File: config.mk
export PLATFORM = sky130hd
export DESIGN_NAME = jk_cmd_driver
export DESIGN_NICKNAME = d
export VERILOG_FILES = /design/src/rtl/jk_pkg.sv /design/src/rtl/jk_cmd_fifo.sv /design/src/rtl/jk_cmd_driver.sv
export SDC_FILE = /design/constraint.sdc
export NUM_CORES = 1
export LEC_CHECK = 0
export CAP_MARGIN = 20
export CORE_AREA = 10 10 66 68
export DETAILED_ROUTE_END_ITERATION = 7
export DIE_AREA = 0 0 76 78
export PLACE_DENSITY = 0.81
export SYNTH_ARGS = -nofsm -noshare
export SYNTH_HDL_FRONTEND = slang
export SYNTH_SLANG_ARGS = --single-unit
File: constraint.sdc
create_clock -name clk -period 4.6 [get_ports clk]
set_input_delay 0.92 -clock clk [delete_from_list [all_inputs] [get_ports clk]]
set_output_delay 0.92 -clock clk [all_outputs]
set_load 0.005 [all_outputs]
File: src/rtl/jk_pkg.sv
// jk_pkg: shared types and helpers for the JK flip-flop command driver.
//   jk_cmd_t    - 2-bit command encoding, numerically equal to {j,k}
//   drv_state_t - driver FSM states
//   jk_drive_t  - {j,k} payload driven to the flip-flop
//   cmd_to_jk   - command to {j,k} mapping
//   next_exp    - expected flip-flop state after a command is applied
package jk_pkg;

  localparam int unsigned CMD_W = 2;

  typedef enum logic [CMD_W-1:0] {
    CMD_HOLD   = 2'b00,
    CMD_CLR    = 2'b01,
    CMD_SET    = 2'b10,
    CMD_TOGGLE = 2'b11
  } jk_cmd_t;

  typedef enum logic [1:0] {
    ST_IDLE  = 2'd0,
    ST_DRIVE = 2'd1,
    ST_CHECK = 2'd2
  } drv_state_t;

  typedef struct packed {
    logic j;
    logic k;
  } jk_drive_t;

  // Map a command to the j/k levels presented to the flip-flop.
  function automatic jk_drive_t cmd_to_jk(input jk_cmd_t c);
    jk_drive_t d;
    d = '0;
    case (c)
      CMD_CLR:    begin d.j = 1'b0; d.k = 1'b1; end
      CMD_SET:    begin d.j = 1'b1; d.k = 1'b0; end
      CMD_TOGGLE: begin d.j = 1'b1; d.k = 1'b1; end
      default:    begin d.j = 1'b0; d.k = 1'b0; end
    endcase
    return d;
  endfunction

  // Model of the flip-flop: state after one clock with command c applied.
  function automatic logic next_exp(input logic cur, input jk_cmd_t c);
    logic n;
    n = cur;
    case (c)
      CMD_CLR:    n = 1'b0;
      CMD_SET:    n = 1'b1;
      CMD_TOGGLE: n = ~cur;
      default:    n = cur;
    endcase
    return n;
  endfunction

endpackage

File: src/rtl/jk_cmd_fifo.sv
// jk_cmd_fifo: synchronous FIFO buffering JK commands.
//   clk, reset   - rising-edge clock, synchronous active-high reset (flush)
//   push, din    - write request and data; ignored while full
//   pop          - read request; ignored while empty
//   dout_c       - head entry (combinational read of the head slot)
//   full, empty  - registered status flags
// Pointers are log2(DEPTH) bits and wrap naturally; an extra count bit
// separates full from empty.
module jk_cmd_fifo #(
  parameter int unsigned DEPTH = 4,
  parameter int unsigned WIDTH = 2
) (
  input  logic             clk,
  input  logic             reset,
  input  logic             push,
  input  logic [WIDTH-1:0] din,
  input  logic             pop,
  output logic [WIDTH-1:0] dout_c,
  output logic             full,
  output logic             empty
);

  localparam int unsigned AW = (DEPTH > 1) ? $clog2(DEPTH) : 1;
  localparam int unsigned CW = AW + 1;

  logic [WIDTH-1:0] mem [DEPTH];
  logic [AW-1:0]    wr_ptr;
  logic [AW-1:0]    rd_ptr;
  logic [CW-1:0]    count;
  logic [CW-1:0]    count_n;
  logic             do_push;
  logic             do_pop;

  // A full FIFO refuses pushes even when a pop happens on the same edge.
  assign do_push = push & ~full;
  assign do_pop  = pop & ~empty;
  assign dout_c  = mem[rd_ptr];

  // Occupancy after this edge; drives the registered flags.
  always_comb begin
    count_n = count;
    if (do_push && !do_pop) begin
      count_n = count + CW'(1);
    end else if (!do_push && do_pop) begin
      count_n = count - CW'(1);
    end
  end

  // Pointer, count and flag registers.
  always_ff @(posedge clk) begin
    if (reset) begin
      wr_ptr <= '0;
      rd_ptr <= '0;
      count  <= '0;
      full   <= 1'b0;
      empty  <= 1'b1;
    end else begin
      if (do_push) begin
        wr_ptr <= wr_ptr + AW'(1);
      end
      if (do_pop) begin
        rd_ptr <= rd_ptr + AW'(1);
      end
      count <= count_n;
      full  <= (count_n == CW'(DEPTH));
      empty <= (count_n == '0);
    end
  end

  // Storage; no reset needed since the pointers define validity.
  always_ff @(posedge clk) begin
    if (do_push) begin
      mem[wr_ptr] <= din;
    end
  end

endmodule

File: src/rtl/jk_cmd_driver.sv
// jk_cmd_driver: drives a JK flip-flop from a command stream and checks it.
//   clk, reset            - rising-edge clock, synchronous active-high reset
//                           (same net resets the flip-flop)
//   cmd_valid, cmd        - command handshake input (00 HOLD, 01 CLR,
//                           10 SET, 11 TOGGLE)
//   cmd_ready             - command FIFO not full
//   j, k                  - registered flip-flop inputs, one-cycle pulses
//   q_in                  - flip-flop output
//   exp_q                 - expected flip-flop state
//   busy                  - commands pending or FSM not idle
//   err, err_count        - sticky mismatch flag, saturating mismatch count
// Each command takes a DRIVE cycle (j/k asserted) then a CHECK cycle
// (q_in compared against exp_q).
module jk_cmd_driver
  import jk_pkg::*;
#(
  parameter int unsigned DEPTH = 4,
  parameter int unsigned ERR_W = 8
) (
  input  logic             clk,
  input  logic             reset,
  input  logic             cmd_valid,
  input  logic [1:0]       cmd,
  output logic             cmd_ready,
  output logic             j,
  output logic             k,
  input  logic             q_in,
  output logic             exp_q,
  output logic             busy,
  output logic             err,
  output logic [ERR_W-1:0] err_count
);

  drv_state_t       state;
  drv_state_t       state_n;
  jk_cmd_t          cur_cmd;
  jk_cmd_t          cur_cmd_n;
  logic             j_n;
  logic             k_n;
  logic             exp_q_n;
  logic             err_n;
  logic [ERR_W-1:0] err_count_n;

  logic             fifo_full;
  logic             fifo_empty;
  logic [CMD_W-1:0] head_c;
  logic             push_c;
  logic             pop_c;
  jk_cmd_t          head_cmd_c;
  jk_drive_t        head_drv_c;

  assign push_c     = cmd_valid & ~fifo_full;
  assign cmd_ready  = ~fifo_full;
  assign busy       = ~fifo_empty | (state != ST_IDLE);
  assign head_cmd_c = jk_cmd_t'(head_c);
  assign head_drv_c = cmd_to_jk(head_cmd_c);

  // Command buffer.
  jk_cmd_fifo #(
    .DEPTH (DEPTH),
    .WIDTH (CMD_W)
  ) u_fifo (
    .clk    (clk),
    .reset  (reset),
    .push   (push_c),
    .din    (cmd),
    .pop    (pop_c),
    .dout_c (head_c),
    .full   (fifo_full),
    .empty  (fifo_empty)
  );

  // Next-state, j/k, expected-value and error logic.
  always_comb begin
    state_n     = state;
    cur_cmd_n   = cur_cmd;
    j_n         = 1'b0;
    k_n         = 1'b0;
    exp_q_n     = exp_q;
    err_n       = err;
    err_count_n = err_count;
    pop_c       = 1'b0;

    case (state)
      ST_IDLE: begin
        if (!fifo_empty) begin
          pop_c     = 1'b1;
          cur_cmd_n = head_cmd_c;
          j_n       = head_drv_c.j;
          k_n       = head_drv_c.k;
          state_n   = ST_DRIVE;
        end
      end

      // The flip-flop samples j/k at the edge closing this cycle; the
      // model advances on the same edge so both agree during CHECK.
      ST_DRIVE: begin
        exp_q_n = next_exp(exp_q, cur_cmd);
        state_n = ST_CHECK;
      end

      ST_CHECK: begin
        if (q_in != exp_q) begin
          err_n = 1'b1;
          if (err_count != '1) begin
            err_count_n = err_count + ERR_W'(1);
          end
        end
        if (!fifo_empty) begin
          pop_c     = 1'b1;
          cur_cmd_n = head_cmd_c;
          j_n       = head_drv_c.j;
          k_n       = head_drv_c.k;
          state_n   = ST_DRIVE;
        end else begin
          state_n = ST_IDLE;
        end
      end

      default: begin
        state_n = ST_IDLE;
      end
    endcase
  end

  // State and output registers.
  always_ff @(posedge clk) begin
    if (reset) begin
      state     <= ST_IDLE;
      cur_cmd   <= CMD_HOLD;
      j         <= 1'b0;
      k         <= 1'b0;
      exp_q     <= 1'b0;
      err       <= 1'b0;
      err_count <= '0;
    end else begin
      state     <= state_n;
      cur_cmd   <= cur_cmd_n;
      j         <= j_n;
      k         <= k_n;
      exp_q     <= exp_q_n;
      err       <= err_n;
      err_count <= err_count_n;
    end
  end

endmodule

==> reports/summary.txt <==
fillers = 271
drt wl/cell = 13.45 um
Netlist Area Pre-Place = 1604 um2
drt first pass iters = 4
nets = 192
die height = 78 um
first-pass GRT wire length = 5.347 mm
Skew-Pair Late Insertion Delay = 0.34 ns
I/O pin cnt = 20
CTS clk-pin slew, worst paths = 0.11 ns
RSZ-0062 raised after global routing = false
Syn Nets = 172
YS warnings = 0
CORE AREA = 3179 um2
syn_area_per_cell = 10.09 um2
Layout area overhead = 20.12%
drt initial violations = 57
Hold Crit Endpoint = err
met2 Use GR = 0.1922
Most Used Layer, Global Route = met2
max frequency = 402.3 MHz
met3 Use GR = 0.04839
Power Total = 928.3 uW
layout cells sized above 1 = 0.08333
post-CTS resize count = 0
CP cell instances = clkdlybuf4s50_1 -> nor2b_1 -> xnor2_1 -> a221o_1 -> nor3b_1
number of flops mapped to enable cells by yosys = 8
max-slew violations = 0
status = complete, no violations
Max Cap Viol = 0
reg2reg setup slack = 2.87 ns
Max IR drop VDD = 0.2247 mV
Ant. Diodes = 0
DRC = 0
Final Hold Fails = 0
Cell Rows = 21
top post-synthesis cells by count = 27 x dfxtp_1, 18 x nor2_1, 13 x nand2_1
hold buffers post-CTS = 0
GR Util met1 = 0.1095
input/output buffers = 19
Via density = 5.288
post-synthesis sequential area ratio = 0.4867
hold-critical path depth = 2
Root Driver = clkbuf_4
count leader, synth = dfxtp_1
largest cells by area after synthesis = dfxtp_1 34%, edfxtp_1 15%, ha_1 5.5%
asr flop ratio synth = 0
postcts setup bufs = 0
all-layer global routing usage = 0.1096
Synth Register Bits = 35
CP Max Fanout = 11
setup TNS = 0 ns
LEAKAGE = 0.0006988 uW
Worst setup EP type = flip-flop
cell taking the most area after synthesis = dfxtp_1
CTS tree = yes
Crit path largest cell delay = 0.53 ns
crit start category = input pin
skew final = 0.006915 ns
final cycle utilization of the critical path = 0.5403
initial core utilization = 0.5045
DRT Wirelength = 3.040 mm
Reg2Reg Depth = 4
slowest CP cell = nor2b_1
vias in the first global route = 1,176
initial antenna violation count = 0
Worst-Margin Slew = 0.9926 ns
CP required = 4.79 ns
via count = 1,195
HP Class = flip-flop to flip-flop
Die Width = 76 um
Top FF cell, synth = dfxtp_1
CTS Buffer Depth = 2
CTS buffer count = 5
post-detail-place hpwl = 2.305 mm
Distinct cells, synth = 43
Clock Sinks = 35
setup violators final = 0
min-delay src = err
Syn Inst Count = 159
FF+latch area = 780.7 um2
Reg-to-Reg Start = u_fifo.full
Setup CP Type = input pin to flip-flop
largest net degree at the start of global routing = 29
Final Critical Period = 2.486 ns
pwr dens = 481.8 nW/um2
GRT overflow = 0
R2R Path End = u_fifo.full
number of routed nets with antenna violations = 0
multi-input combinational cell area = 763.2 um2
Worst slew margin = 0.3362
gpl congestion = 0.9159
arrival time worst endpoint = 2.68 ns
Synth top area share = 0.3370
die footprint = 5928 um2
# H-tree levels = 2
final cells by class:
class,count,area share
timing repair buffer,19,0.09870
tap,46,0.02987
clock buffer,5,0.01948
multi-input combinational,110,0.3961
inverter,8,0.01558
sequential,35,0.4052
clock inverter,3,0.03506
kinds of logic (layout without fill, tap and decap cells):
logic type      after synthesis  in the layout  share of synthesized area
xor+xnor                      6              6                    0.03276
buf+inv                      14             35                    0.03744
fa+ha+maj                     7              7                    0.05460
compound gates               21             21                    0.08581
mux                           8              8                    0.06786
simple gates                 68             68                     0.2348
flops                        35             35                     0.4867
worst max path at each step:
stage / start / to / slack (ns) / cells after the start
2_1_floorplan: q_in / err_count[5] / 2.55 / 4
3_3_place_gp: cmd_valid / u_fifo.full / 1.82 / 5
3_5_place_dp: cmd_valid / u_fifo.empty / 1.74 / 5
4_1_cts: cmd_valid / u_fifo.full / 2.12 / 5
5_1_grt: cmd_valid / u_fifo.empty / 1.98 / 5
6_report: cmd_valid / u_fifo.full / 2.11 / 5
power breakdown:
group	leakage, uW	switching [uW]	internal, uW	total [uW]
clock network	0.0000514	106	169	275
registers	0.000294	44.8	366	411
logic	0.000354	120	123	243
state kept, by name (all words and copies together), names as in the netlist, named ones only:
signal and cells:
u_fifo.rd_ptr 2, state 2, k 1, u_fifo.mem 8
err 1, exp_q 1, j 1, u_fifo.wr_ptr 2
cur_cmd 2, u_fifo.empty 1, u_fifo.count 3, err_count 8
u_fifo.full 1
through the flow:
stage          std cells    util  instance area, um2  hold WS [ns]  setup WS [ns]
6_report             226  0.6061                1927        0.4615          2.114
5_1_grt              226  0.6061                1927        0.4979          1.981
4_1_cts              226  0.6061                1927        0.4652          2.122
3_5_place_dp         218  0.5730                1822        0.4503          1.742
3_3_place_gp         218  0.5730                1822        0.4343          1.824
2_1_floorplan        159       -                1604        0.4312          2.553
metal layers:
metal | wire (um) | vias to the layer above
li1 | - | 593
met1 | 1271 | 572
met2 | 1548 | 24
met3 | 166 | 6
met4 | 53 | 0
met5 | 0 | -
worst max-delay path, delay by kind of cell:
family,cells,cell delay [ns]
compound gates,1,0.39
xor+xnor,1,0.21
buf+inv,1,0.49
simple gates,2,0.67
layout by cell type, fill, tap and decap left out, types with 3 or more instances in the layout:
cell	count
o21ai_0	4
nand2_1	13
nor2b_1	4
nor3_1	4
ha_1	7
nand2b_1	3
and2_1	7
clkbuf_4	5
edfxtp_1	8
nor2_1	18
mux2i_1	3
xnor2_1	5
inv_1	8
a21oi_1	7
clkdlybuf4s50_1	19
dfxtp_1	27
Power figures use the tool's default switching activity.
